`config.mk`:
```
export PLATFORM = sky130hd
export DESIGN_NAME = round_pipe
export DESIGN_NICKNAME = d
export VERILOG_FILES = /design/src/rtl/round_pipe.sv
export SDC_FILE = /design/constraint.sdc
export NUM_CORES = 1
export LEC_CHECK = 0
export ABC_CLOCK_PERIOD_IN_PS = 1700
export BUFFER_PORTS_ARGS = -buffer_cell sky130_fd_sc_hd__buf_2
export CAP_MARGIN = 15
export CORE_MARGIN = 2
export CORE_UTILIZATION = 40
export CTS_CLUSTER_SIZE = 25
export DETAILED_ROUTE_END_ITERATION = 7
export GPL_TIMING_DRIVEN = 0
export PLACE_DENSITY = 0.75
export SLEW_MARGIN = 40
export SYNTH_ARGS = -nofsm -noshare
export SYNTH_HDL_FRONTEND = slang
export SYNTH_SLANG_ARGS = --single-unit
```
`constraint.sdc`:
```
create_clock -name clk -period 1.7 [get_ports clk]
set_clock_uncertainty 0.2 [all_clocks]
set_input_delay 0.34 -clock clk [delete_from_list [all_inputs] [get_ports clk]]
set_output_delay 0.34 -clock clk [all_outputs]
set_load 0.02 [all_outputs]
```
`src/rtl/round_pipe.sv`:
```
// Rounds a wide mantissa (hidden+fraction+guard/sticky) to MAN_W bits, with four rounding modes.
// Latency: 2 cycles from input acceptance to out_valid.
// Backpressure: whole-pipe stall; both stages hold while out_valid & ~out_ready, and in_ready follows.
module round_pipe #(
  parameter int EXP_W   = 8,
  parameter int MAN_W   = 23,
  parameter int GUARD_W = 4
) (
  input  logic                           clk,
  input  logic                           rst_n,
  input  logic                           in_valid,
  output logic                           in_ready,
  input  logic                           in_sign,
  input  logic [EXP_W-1:0]               in_exp,
  input  logic [MAN_W+GUARD_W:0]         in_man,
  input  logic [1:0]                     in_mode,
  output logic                           out_valid,
  input  logic                           out_ready,
  output logic                           out_sign,
  output logic [EXP_W-1:0]               out_exp,
  output logic [MAN_W-1:0]               out_man,
  output logic                           out_inexact,
  output logic                           out_overflow
);

  localparam int MI = MAN_W + GUARD_W + 1;

  localparam logic [1:0] MODE_RNE = 2'b00;
  localparam logic [1:0] MODE_RTZ = 2'b01;
  localparam logic [1:0] MODE_RUP = 2'b10;
  localparam logic [1:0] MODE_RDN = 2'b11;

  localparam logic [EXP_W:0] EXP_MAX = {1'b0, {EXP_W{1'b1}}};

  logic en;
  assign en       = ~out_valid | out_ready;
  assign in_ready = en;

  // Round bits pulled out of the incoming mantissa.
  logic lsb_bit, guard_bit, sticky_bit, special;
  assign lsb_bit    = in_man[GUARD_W];
  assign guard_bit  = in_man[GUARD_W-1];
  assign sticky_bit = |in_man[GUARD_W-2:0];
  assign special    = &in_exp;

  logic             inc_c;
  logic [MAN_W+1:0] sum_c;

  // Increment decision per rounding mode; inf/NaN operands are never rounded.
  always_comb begin
    inc_c = 1'b0;
    case (in_mode)
      MODE_RNE: inc_c = guard_bit & (sticky_bit | lsb_bit);
      MODE_RTZ: inc_c = 1'b0;
      MODE_RUP: inc_c = ~in_sign & (guard_bit | sticky_bit);
      MODE_RDN: inc_c = in_sign & (guard_bit | sticky_bit);
      default:  inc_c = 1'b0;
    endcase
    if (special) inc_c = 1'b0;
    sum_c = {1'b0, in_man[MI-1:GUARD_W]} + {{(MAN_W+1){1'b0}}, inc_c};
  end

  logic             s1_valid;
  logic             s1_sign;
  logic [EXP_W-1:0] s1_exp;
  logic             s1_hid;
  logic             s1_inexact;
  logic [MAN_W+1:0] s1_sum;

  // Stage 1: capture operand, incremented mantissa and inexact flag.
  always_ff @(posedge clk or negedge rst_n) begin
    if (!rst_n) begin
      s1_valid   <= 1'b0;
      s1_sign    <= 1'b0;
      s1_exp     <= '0;
      s1_hid     <= 1'b0;
      s1_inexact <= 1'b0;
      s1_sum     <= '0;
    end else if (en) begin
      s1_valid <= in_valid;
      if (in_valid) begin
        s1_sign    <= in_sign;
        s1_exp     <= in_exp;
        s1_hid     <= in_man[MI-1];
        s1_inexact <= (guard_bit | sticky_bit) & ~special;
        s1_sum     <= sum_c;
      end
    end
  end

  logic [EXP_W:0]   exp_n;
  logic [MAN_W-1:0] man_n;
  logic             ovf_n;

  // Stage 2 combinational: renormalise on carry, promote subnormals, saturate to inf.
  always_comb begin
    exp_n = {1'b0, s1_exp};
    man_n = s1_sum[MAN_W-1:0];
    ovf_n = 1'b0;
    if (s1_sum[MAN_W+1]) begin
      exp_n = {1'b0, s1_exp} + {{EXP_W{1'b0}}, 1'b1};
      man_n = '0;
    end else if (s1_exp == '0 && !s1_hid && s1_sum[MAN_W]) begin
      exp_n = {{EXP_W{1'b0}}, 1'b1};
    end
    if (s1_sum[MAN_W+1] && exp_n >= EXP_MAX) begin
      exp_n = EXP_MAX;
      man_n = '0;
      ovf_n = 1'b1;
    end
  end

  // Stage 2: output register, held while the consumer stalls.
  always_ff @(posedge clk or negedge rst_n) begin
    if (!rst_n) begin
      out_valid    <= 1'b0;
      out_sign     <= 1'b0;
      out_exp      <= '0;
      out_man      <= '0;
      out_inexact  <= 1'b0;
      out_overflow <= 1'b0;
    end else if (en) begin
      out_valid <= s1_valid;
      if (s1_valid) begin
        out_sign     <= s1_sign;
        out_exp      <= exp_n[EXP_W-1:0];
        out_man      <= man_n;
        out_inexact  <= s1_inexact;
        out_overflow <= ovf_n;
      end
    end
  end

endmodule

```
Yosys cells after proc, flatten, opt, wreduce, memory -nomap -nowiden
Index checks and enable logic that the tools add are counted.
- add/sub/neg operators: 2
- magnitude comparators: 1
- equal/unequal tests: 3
- multiplexer cells: 8
- bitwise operators: 10
- reduce and logical (&&, ||, !) cells: 10
- operators by type and width (kind ; count):
    2-to-1 mux 23 bit ; 2
    adder 24 x 1 -> 25 bit ; 1
    2-to-1 mux 8 bit ; 2
    adder 8 x 1 -> 9 bit (second input constant) ; 1
    greater-or-equal comparator 9 x 8 -> 1 bit (second input constant) ; 1
    2-to-1 mux 9 bit ; 1
    zero test 8 bit ; 1
    AND reduction 8 bit ; 1
    AND 1 bit ; 4
    equality test 2 bit (second input constant) ; 2
    one-hot mux 1 bit (4 select lines) ; 1
    AND reduction 2 bit ; 2
    logical AND 1 bit ; 3
    NOT 1 bit ; 3
    bitwise OR 1 bit ; 3
    OR reduction 3 bit ; 1
    equality test 2 x 1 -> 1 bit (second input constant) ; 1
    zero test 2 bit ; 1
    2-to-1 mux 1 bit ; 2
    zero test 1 bit ; 1
- flip-flop bits (word level): 72
- bits of input ports: 43
- output and inout port bits: 36
- word-level logic and storage cells: 46

Longest topological paths before layout
Gate-level depths: netlist of the first run.
- word-level depth: 8
- depth in mapped cells: 12
- depth with buffers taken out: 11

Worst setup path after synthesis of the first run
No wires, ideal clock.
- path type: input to register
- start point: in in_man[2]
- end point: reg s1_sum[17]
- setup time: 0.129 ns
- data arrival time: 1.927 ns
- data required time: 1.371 ns
- slack: -0.557 ns
- cell stages on the path: 12
- path buffers: 1
- path through: or3_1 > nor2_1 > nor3_1 > a21oi_1 > nor3_1 > ha_1 > nand2_1 > and4b_1 > buf_4 > nand4_1 > xor2_1 > o21ai_1
- longest elaborated chain between the ends: 6
- elaborated cells between the ends (all ways): 9
- those cells by class: add/sub: 1; mux: 2; bitwise: 5; reduce/logical: 1
- RTL lines (item ; line ; source):
    from (decl) ; 15 ; input logic [MAN_W+GUARD_W:0] in_man,
    OR reduction 3 bit * ; 43 ; assign sticky_bit = |in_man[GUARD_W-2:0];
    bitwise OR 1 bit, on equally long branches ; 55, 56, 53 ;
    AND 1 bit, on equally long branches ; 56, 53, 55 ;
    one-hot mux 1 bit (4 select lines) * ; 52 ; case (in_mode)
    2-to-1 mux 1 bit * ; 59 ; if (special) inc_c = 1'b0;
    adder 24 x 1 -> 25 bit * ; 60 ; sum_c = {1'b0, in_man[MI-1:GUARD_W]} + {{(MAN_W+1){1'b0}}, inc_c};
    to (signal assigned) ; 86 ; s1_sum <= sum_c;
    to (decl) ; 68 ; logic [MAN_W+1:0] s1_sum;
Every way passes the cells marked *; elsewhere a longest branch is shown, timed or not.
A chain may end at the register's enable or synchronous reset.

Final worst setup path of the first run
Ends and elaborated chain as after synthesis.

==> results of run 1 <==
## power by group through the flow
stage	combinational, mW	clock [mW]	sequential [mW]
after floorplan	0.586	0	2.63
after global placement	1.37	0	2.35
after detailed placement	1.42	0	2.37
after CTS	1.46	1.22	2.34
after global routing	1.73	1.30	2.41
final	1.57	1.22	2.36
## critical path: cells and delay by family
kind,cells,cell delay (ns)
simple gates,7,1.08
xor+xnor,1,0.19
compound gates,2,0.20
buf+inv,1,0.09
fa+ha+maj,1,0.23
## per-stage QoR
step                setup WS, ns  total power, mW  std cells  hold slack (ns)
global route             -0.5175            5.441        592          0.04265
detailed placement       -0.8150            3.793        566         -0.01401
finish                   -0.4196            5.147        592          0.04113
floorplan                -0.4878            3.217        379          -0.1556
global placement         -0.7462            3.727        565           0.2488
CTS                      -0.3953            5.020        581          0.04320
## worst max-delay path by stage
stage	startpoint	endpoint	cells past startpoint
2_1_floorplan	in_man[2]	s1_sum[23]$_DFFE_PN0P_	12
5_1_grt	in_man[2]	s1_sum[17]$_DFFE_PN0P_	12
4_1_cts	in_man[1]	s1_sum[18]$_DFFE_PN0P_	12
6_report	in_man[2]	s1_sum[17]$_DFFE_PN0P_	12
3_5_place_dp	in_man[2]	s1_sum[17]$_DFFE_PN0P_	13
3_3_place_gp	in_man[2]	s1_sum[17]$_DFFE_PN0P_	13
## timing repair
action	in CTS	in global routing
gates resized for setup	15	57
hold endpoints to repair	72	0
hold buffers	1	0
cloned	0	0
endpoints found under the setup margin	41	71
buffers inserted	1	14
pin swaps	11	29
## sequential cells by signal, indices dropped and copies added (netlist names)
| register | count |
|---|---|
| s1_sum | 25 |
| out_man | 23 |
| out_exp | 8 |
| s1_exp | 8 |
| out_inexact | 1 |
| out_overflow | 1 |
| out_sign | 1 |
| out_valid | 1 |
| s1_hid | 1 |
| s1_inexact | 1 |
| s1_sign | 1 |
| s1_valid | 1 |
## cell families after synthesis
family / Yosys count / share of synthesized area, %
DFF: 72 / 50.47
muxes: 14 / 4.346
and+or+nand+nor: 167 / 23.80
adders and majority gates: 4 / 1.402
xor gates and xnor gates: 25 / 6.134
AOI/OAI and AO/OA: 71 / 10.66
buffers and inverters: 26 / 3.189
## per-layer routing
layer / up-vias / GRT usage (%) / wire, um
met5: - / 0 / 0
li1: 1495 / - / -
met2: 69 / 30.66 / 4631
met4: 0 / 7.587 / 199
met3: 17 / 4.043 / 377
met1: 1477 / 22.39 / 3653
## layout by cell type (no fill, tap or decap), types with 3 or more instances in the layout
master	instances
buf_2	78
nand2_1	72
dfrtp_1	67
o21ai_0	31
nand2b_1	24
o21ai_1	21
xor2_1	15
buf_4	14
nor2_1	12
mux2_2	12
clkbuf_8	12
nand4_1	10
xnor2_1	9
buf_6	9
a21oi_1	8
clkbuf_1	7
nand2_2	5
nand3_1	5
dfrtp_2	5
nor2_2	4
nor3_1	4
clkbuf_2	3
and3_1	3
nand3_2	3
nor3_2	3
ha_4	3
## final cells by class
class                      count  share of cell area (%)
inverter                       4                  0.3209
timing repair buffer          94                   12.20
buffer                        19                   2.407
clock buffer                  14                   3.691
sequential                    72                   38.65
multi-input combinational    281                   39.85
tap                          108                   2.888
==> impl_metrics.ini, run 1 <==
[run_status]
status = finished, violations left
violations = negative setup slack

[finish]
insertedDiodeCount = 0
regArea_um2 = 1808
multi_input_area_um2 = 1864
n_fill_cell = 769
syn2layout_area_growth_pct = 31.06
drive_gt1_share_pct = 36.57
final_util_pct = 53.91
stdcell_area_um2 = 4678
nets = 528

[floorplanning]
start_util_pct = 41.13
dieArea_um2 = 9695
io_pins = 79
die_width_um = 98.47
die_y_um = 98.47
coreArea_um2 = 8678
num_rows = 34

[critical_path]
r2r_end = out_overflow$_DFFE_PN0P_
critical_path.startpoint_type = primary input
worst-r2r-cell-count = 7
crit_type = primary input to register
r2r_start = s1_exp[1]$_DFFE_PN0P_
max_stage_delay_ns = 0.39
cpMostUsedCell = nor3_1
cp.required_ns = 1.71
worstPathArrival_ns = 2.13
slowest_stage = or3_4
worstPathCellList = buf_6, or3_4, nor2_2, nor3_1, a21oi_1, nor3_1, ha_2, nand2_2, and4b_2, nand4_1, xor2_1, o21ai_1
critPathCaptureType = register
reg2reg_slack_ns = -0.20
critPathMaxFanout = 6

[timing]
fmax_mhz = 471.8
post-route-min-period_ns = 2.120
hold_violations = 0
setup_ws_ns = -0.4196
drv_slew = 0
fin_tns_setup_ns = -6.683
finalSetupViolCount = 26
slew_headroom_pct = 70.99
tightest_slew_ns = 0.4352
min_period_over_period_pct = 124.7
rsz0062_at_grt = true

[logic_synthesis]
ys_seq_area_share_pct = 50.47
synth_warnings = 0
synth_most_common_cell = nand2_1
synth.distinct_cells = 41
yosys-top-cells-count = 77 x nand2_1, 72 x dfrtp_1, 45 x o21ai_0
synthesis.area_um2 = 3570
synth.top_cells.by_area = dfrtp_1 50%, nand2_1 8.1%, o21ai_0 6.3%
synth-async-reset-ratio_pct = 100.0
synth_largest_area_cell = dfrtp_1
avgSynthCellArea_um2 = 9.419
synth_edf_count = 0
ys.flop_type = dfrtp_1
synth_seq_cells = 72
synth.net_count = 426
synthCells = 379
synth_top_area_share_pct = 50.47

[clock_network]
cts_htree_levels = 3
worstSkewPairLatency_ns = 0.35
numCtsBuffers = 9
clk_path_buf_depth = 2
clock-sinks = 72
clk_pin_slew_ns = 0.08
cts_tree = built
clockRootBuffer = clkbuf_8

[routing]
firstDrtPassIters = 7
viasPerCell = 5.166
wl_per_cell_um = 14.97
wl_um = 8862
drc = 0
vias = 3058
ant_nets = 0
drtIter0Drc = 106

[placed_design]
gp_congestion = 0.8578
dp_hpwl_um = 6428
placed_cell_area_um2 = 4177
port_buffers = 78

[power]
power_frac_seq_pct = 45.8
internal-power_mw = 3.363
pwr-share-comb_pct = 30.5
ir_drop_uv = 329.9
switchingPower_mw = 1.784
power.density_nw_per_um2 = 1100
p_clk_share_pct = 23.6
switching_share_pct = 34.66
power_leakage_nw = 2.112

[global_route]
grt_pass1_wl_um = 13940
globalRoute.totalOverflow = 0
first_global_vias = 2956
grt_max_degree = 57
grt_usage_pct = 18.09
antenna_found_initial = 0

[min_path]
holdPathStages = 2
hold_path_class = primary input to register
min_from = in_exp[5]
hold_path_end = s1_exp[5]$_DFFE_PN0P_

[job]
maxCapViolations = 0
No activity file was read; power rests on OpenSTA's default activity.
==> inputs of run 2 (changes only) <==
Settings changed: CTS_BUF_LIST set to sky130_fd_sc_hd__clkbuf_8.
==> run 2 against run 1 <==
  * Design area down 0.19%
  * Cell count unchanged
  * Register-to-register slack about the same
  * Worst setup slack worse by 0.0060 ns
  * Utilization down 0.10 points
  * First-iteration DRC count up 15%
  * Sequential share of layout area up 0.073 points
  * Global-route usage unchanged
  * The run still ends with negative setup slack left
  * Worst hold slack better by 0.013 ns
  * Die area unchanged
  * Combinational power about the same
  * Largest cell class unchanged
==> impl_metrics.ini, run 2 (same netlist as run 1, synthesis figures left out) <==
[timing]
post-route-min-period_ns = 2.126
slew_headroom_pct = 70.98
fmax_mhz = 470.5
setup_ws_ns = -0.4256
rsz0062_at_grt = true
hold_violations = 0
finalSetupViolCount = 29
min_period_over_period_pct = 125.0
drv_slew = 0
tightest_slew_ns = 0.4354

[critical_path]
reg2reg_slack_ns = -0.19
worst-r2r-cell-count = 7
crit_type = primary input to register
worstPathArrival_ns = 2.14
critPathMaxFanout = 6
critPathCaptureType = register
r2r_start = s1_exp[1]$_DFFE_PN0P_
r2r_end = out_overflow$_DFFE_PN0P_
startpoint = in_man[2]
crit_end = s1_sum[17]$_DFFE_PN0P_
cp.required_ns = 1.71
critical_path.startpoint_type = primary input

[routing]
drtIter0Drc = 122
vias = 3079
ant_nets = 0
viasPerCell = 5.201
drc = 0
wl_um = 8940
firstDrtPassIters = 4
wl_per_cell_um = 15.10

[power]
switching_share_pct = 34.81
power.density_nw_per_um2 = 1099
power_frac_seq_pct = 46.0
internal-power_mw = 3.347
p_clk_share_pct = 23.5
pwr-share-comb_pct = 30.5
ir_drop_uv = 333.2
switchingPower_mw = 1.787
power_leakage_nw = 2.119

[floorplanning]
io_pins = 79
start_util_pct = 41.13
die_y_um = 98.47
dieArea_um2 = 9695
coreArea_um2 = 8678
num_rows = 34
die_width_um = 98.47

[finish]
reg_top3 = s1_sum: 25 flops, out_man: 23 flops
nets = 528
mostFrequentLayoutCells = 78 x buf_2, 72 x nand2_1, 67 x dfrtp_1
top_register = s1_sum
drive_gt1_share_pct = 36.57
largest_register_ffs = 25
final_util_pct = 53.81
n_fill_cell = 774
final_common_cell = buf_2
insertedDiodeCount = 0
regArea_um2 = 1808
stdcell_area_um2 = 4669
syn2layout_area_growth_pct = 30.81
multi_input_area_um2 = 1856

[clock_network]
clockRootBuffer = clkbuf_8
cts_htree_levels = 3
cts_tree = built
clk_path_buf_depth = 2
worstSkewPairLatency_ns = 0.35
numCtsBuffers = 9
clock-sinks = 72
clk_pin_slew_ns = 0.08

[job]
maxCapViolations = 0

[global_route]
first_global_vias = 2956
grt_usage_pct = 18.09
antenna_found_initial = 0
grt_pass1_wl_um = 13940
globalRoute.totalOverflow = 0
grt_max_degree = 57

[run_status]
status = finished, violations left
violations = negative setup slack

[placed_design]
dp_hpwl_um = 6428
port_buffers = 78
placed_cell_area_um2 = 4177
gp_congestion = 0.8578

[min_path]
hold_path_class = primary input to register
-- run 2: cell types whose count changed in the layout (fill, tap and decap cells not counted) --
| cell | delta |
|---|---|
| clkbuf_1 | -2 |
| inv_1 | +2 |
| o31ai_2 | +1 |
| o31ai_4 | -1 |
-- run 2: how the worst min path moves through the flow --
stage / start / endpoint / slack (ns) / cells past startpoint
floorplan: rst_n / out_exp[0]$_DFFE_PN0P_ / -0.16 / 0
global placement: out_exp[6]$_DFFE_PN0P_ / out_exp[6]$_DFFE_PN0P_ / 0.25 / 2
detailed placement: rst_n / s1_sign$_DFFE_PN0P_ / -0.01 / 1
CTS: in_exp[2] / s1_exp[2]$_DFFE_PN0P_ / 0.04 / 2
global route: in_exp[4] / s1_exp[4]$_DFFE_PN0P_ / 0.05 / 2
finish: in_exp[5] / s1_exp[5]$_DFFE_PN0P_ / 0.05 / 2
-- run 2: layer usage --
layer,global-route usage (%),part of all wire (%),wire [um]
met1,22.39,41,3653
met2,30.66,53,4718
met3,4.043,4.5,404
met4,7.587,1.8,164
met5,0,0,0
-- run 2: metrics by stage --
stage	TNS, ns	total power, mW	setup WS [ns]	hold slack, ns	std cells
4_1_cts	-6.198	5.008	-0.3953	0.04320	581
3_5_place_dp	-21.58	3.793	-0.8150	-0.01401	566
5_1_grt	-10.46	5.424	-0.5175	0.04644	592
6_report	-6.720	5.134	-0.4256	0.05390	592
3_3_place_gp	-36.33	3.727	-0.7462	0.2488	565
2_1_floorplan	-9.291	3.217	-0.4878	-0.1556	379
-- run 2: cell type report --
type,count,share of cell area [%]
inverter,4,0.3215
clock inverter,2,0.1608
clock buffer,12,3.537
multi-input combinational,281,39.74
tap,108,2.894
sequential,72,38.72
buffer,19,2.412
timing repair buffer,94,12.22
-- run 2: what timing repair did --
| item | 4_1_cts | 5_1_grt |
|---|---|---|
| endpoints found under the hold margin | 72 | 0 |
| hold buffers | 1 | 0 |
| pin swaps | 10 | 29 |
| buffers inserted | 1 | 14 |
| setup endpoints to repair | 41 | 71 |
| resized for setup | 15 | 56 |
-- run 2: worst max-delay path, stage by stage --
cell	delay, ns
buf_6	0.09
or3_4	0.39
nor2_2	0.09
nor3_1	0.05
a21oi_1	0.12
nor3_1	0.07
ha_2	0.23
nand2_2	0.08
and4b_2	0.29
nand4_1	0.12
xor2_1	0.19
o21ai_1	0.08
-- run 2: power groups by stage --
stage,clock network (mW),logic [mW],registers [mW]
6_report,1.21,1.57,2.36
5_1_grt,1.29,1.73,2.41
4_1_cts,1.21,1.46,2.34
3_5_place_dp,0,1.42,2.37
3_3_place_gp,0,1.37,2.35
2_1_floorplan,0,0.586,2.63
==> inputs of run 3 (changes only) <==
Settings changed: CORE_ASPECT_RATIO set to 2, CORE_MARGIN 2 to not set.
==> run 3 against run 2 <==
  * The flow still finishes with violations (negative setup slack)
  * Worst setup slack improved by 0.0058 ns
  * Cell count fell by 1.2%
  * Combinational power rose by 3%
  * Critical path depth rose by 1
  * Sequential cell count did not move
  * First-iteration DRC count rose by 18%
  * Die area fell by 3.8%
  * Power rose by 0.24%
  * Utilization rose by 0.68 points
  * Routed wire length rose by 6.0%
  * Sequential power barely moved
  * Via count rose by 0.52%
  * Critical endpoint is now s1_sum[23]$_DFFE_PN0P_
  * Highest routed layer unchanged
==> impl_metrics.ini, run 3 (same netlist as run 1, synthesis figures left out) <==
[critical_path]
critPathCaptureType = register
max_stage_delay_ns = 0.41
worstPathCellList = buf_6, or3_4, nor2_4, nor3_2, a21oi_1, nor3_1, ha_2, nand2_4, and4b_1, buf_6, nand4_1, xor2_1, o21ai_1
cp.required_ns = 1.74
critical_path.startpoint_type = primary input
cpMostUsedCell = buf_6
critPathMaxFanout = 6
slowest_stage = or3_4
startpoint = in_man[0]
r2r_start = s1_exp[1]$_DFFE_PN0P_
crit_type = primary input to register
critPathBufInv = 2
crit_family = simple AND/OR/NAND/NOR gates
reg2reg_slack_ns = -0.15
worstPathArrival_ns = 2.16

[floorplanning]
die_y_um = 135.6
dieArea_um2 = 9329
die_width_um = 68.80
coreArea_um2 = 8648
io_pins = 79
start_util_pct = 41.28
num_rows = 48

[routing]
wl_per_cell_um = 16.20
vias = 3095
drc = 0
wl_um = 9478
firstDrtPassIters = 4
viasPerCell = 5.291
drtIter0Drc = 144
ant_nets = 0

[finish]
top_register = s1_sum
final_util_pct = 54.48
syn2layout_area_growth_pct = 32.00
reg_top3 = s1_sum: 25 flops, out_man: 23 flops
post_layout_nonfiller_instances = 585
largest_register_ffs = 25
nets = 528
insertedDiodeCount = 0
mostFrequentLayoutCells = 77 x buf_2, 69 x nand2_1, 66 x dfrtp_1
final_common_cell = buf_2
n_fill_cell = 826
drive_gt1_share_pct = 38.35

[run_status]
violations = negative setup slack
status = finished, violations left

[placed_design]
gp_congestion = 0.8710
port_buffers = 78
placed_cells = 558
dp_hpwl_um = 6940

[global_route]
antenna_found_initial = 0
first_global_vias = 3118
globalRoute.totalOverflow = 0
grt_pass1_wl_um = 14790
grt_usage_pct = 21.92
grt_max_degree = 52

[timing]
slew_headroom_pct = 64.26
holdWs_ns = 0.03759
drv_slew = 0
fin_tns_setup_ns = -7.254
setup_ws_ns = -0.4198
min_period_over_period_pct = 124.7
post-route-min-period_ns = 2.120
rsz0062_at_grt = true
tightest_slew_ns = 0.5361
hold_violations = 0
finalSetupViolCount = 26
fmax_mhz = 471.7

[min_path]
hold_path_class = primary input to register
min_from = in_exp[5]

[power]
ir_drop_uv = 480.2
power_leakage_nw = 2.148
power.density_nw_per_um2 = 1092

[clock_network]
clk_path_buf_depth = 2
clockRootBuffer = clkbuf_8
clk_pin_slew_ns = 0.07
cts_tree = built
clock-sinks = 72
cts_htree_levels = 3
numCtsBuffers = 9
worstSkewPairLatency_ns = 0.35

[job]
maxCapViolations = 0
run 3: stage by stage:
stage | total power, mW | instance area, um2 | setup slack [ns]
after floorplan | 3.217 | 3617 | -0.4878
after global placement | 3.736 | 4133 | -0.7593
after detailed placement | 3.801 | 4167 | -0.8317
after CTS | 5.062 | 4477 | -0.4048
after global routing | 5.453 | 4712 | -0.5387
final | 5.146 | 4712 | -0.4198
run 3: path summary, 6_finish.rpt:
check / to / cells after the start
max in group asynchronous: s1_exp[0]$_DFFE_PN0P_ / 3
worst max register to register: out_overflow$_DFFE_PN0P_ / 7
worst min register to register: out_exp[3]$_DFFE_PN0P_ / 2
worst max-delay path: s1_sum[23]$_DFFE_PN0P_ / 13
worst min-delay path: s1_exp[5]$_DFFE_PN0P_ / 2
min in group asynchronous: out_man[13]$_DFFE_PN0P_ / 2
run 3: routing by layer:
layer | share of wire, % | global-route usage (%) | up-vias
met5 | 0 | 0 | -
met4 | 4.4 | 13.15 | 0
met3 | 3.5 | 3.535 | 29
met2 | 57 | 39.32 | 91
met1 | 35 | 22.54 | 1484
li1 | - | - | 1491
run 3: timing repair:
action | in CTS | in global routing
hold buffers | 1 | 0
setup buffers | 6 | 7
setup endpoints to repair | 66 | 56
hold endpoints to repair | 72 | 0
pin swaps | 23 | 28
gates resized for setup | 36 | 54
run 3: power by group:
group          internal, mW  total [mW]  switching [mW]
logic                 0.637        1.61           0.970
registers              2.10        2.35           0.249
clock network         0.581        1.19           0.606
total                  3.32        5.15            1.82
run 3: layout make-up:
class | count | area [um2] | share of cell area (%)
sequential | 72 | 1809 | 38.40
clock buffer | 11 | 151.4 | 3.213
clock inverter | 4 | 15.01 | 0.3186
buffer | 20 | 125.1 | 2.655
inverter | 4 | 15.01 | 0.3186
multi-input combinational | 281 | 1907 | 40.47
timing repair buffer | 93 | 564.3 | 11.98
tap | 100 | 125.1 | 2.655
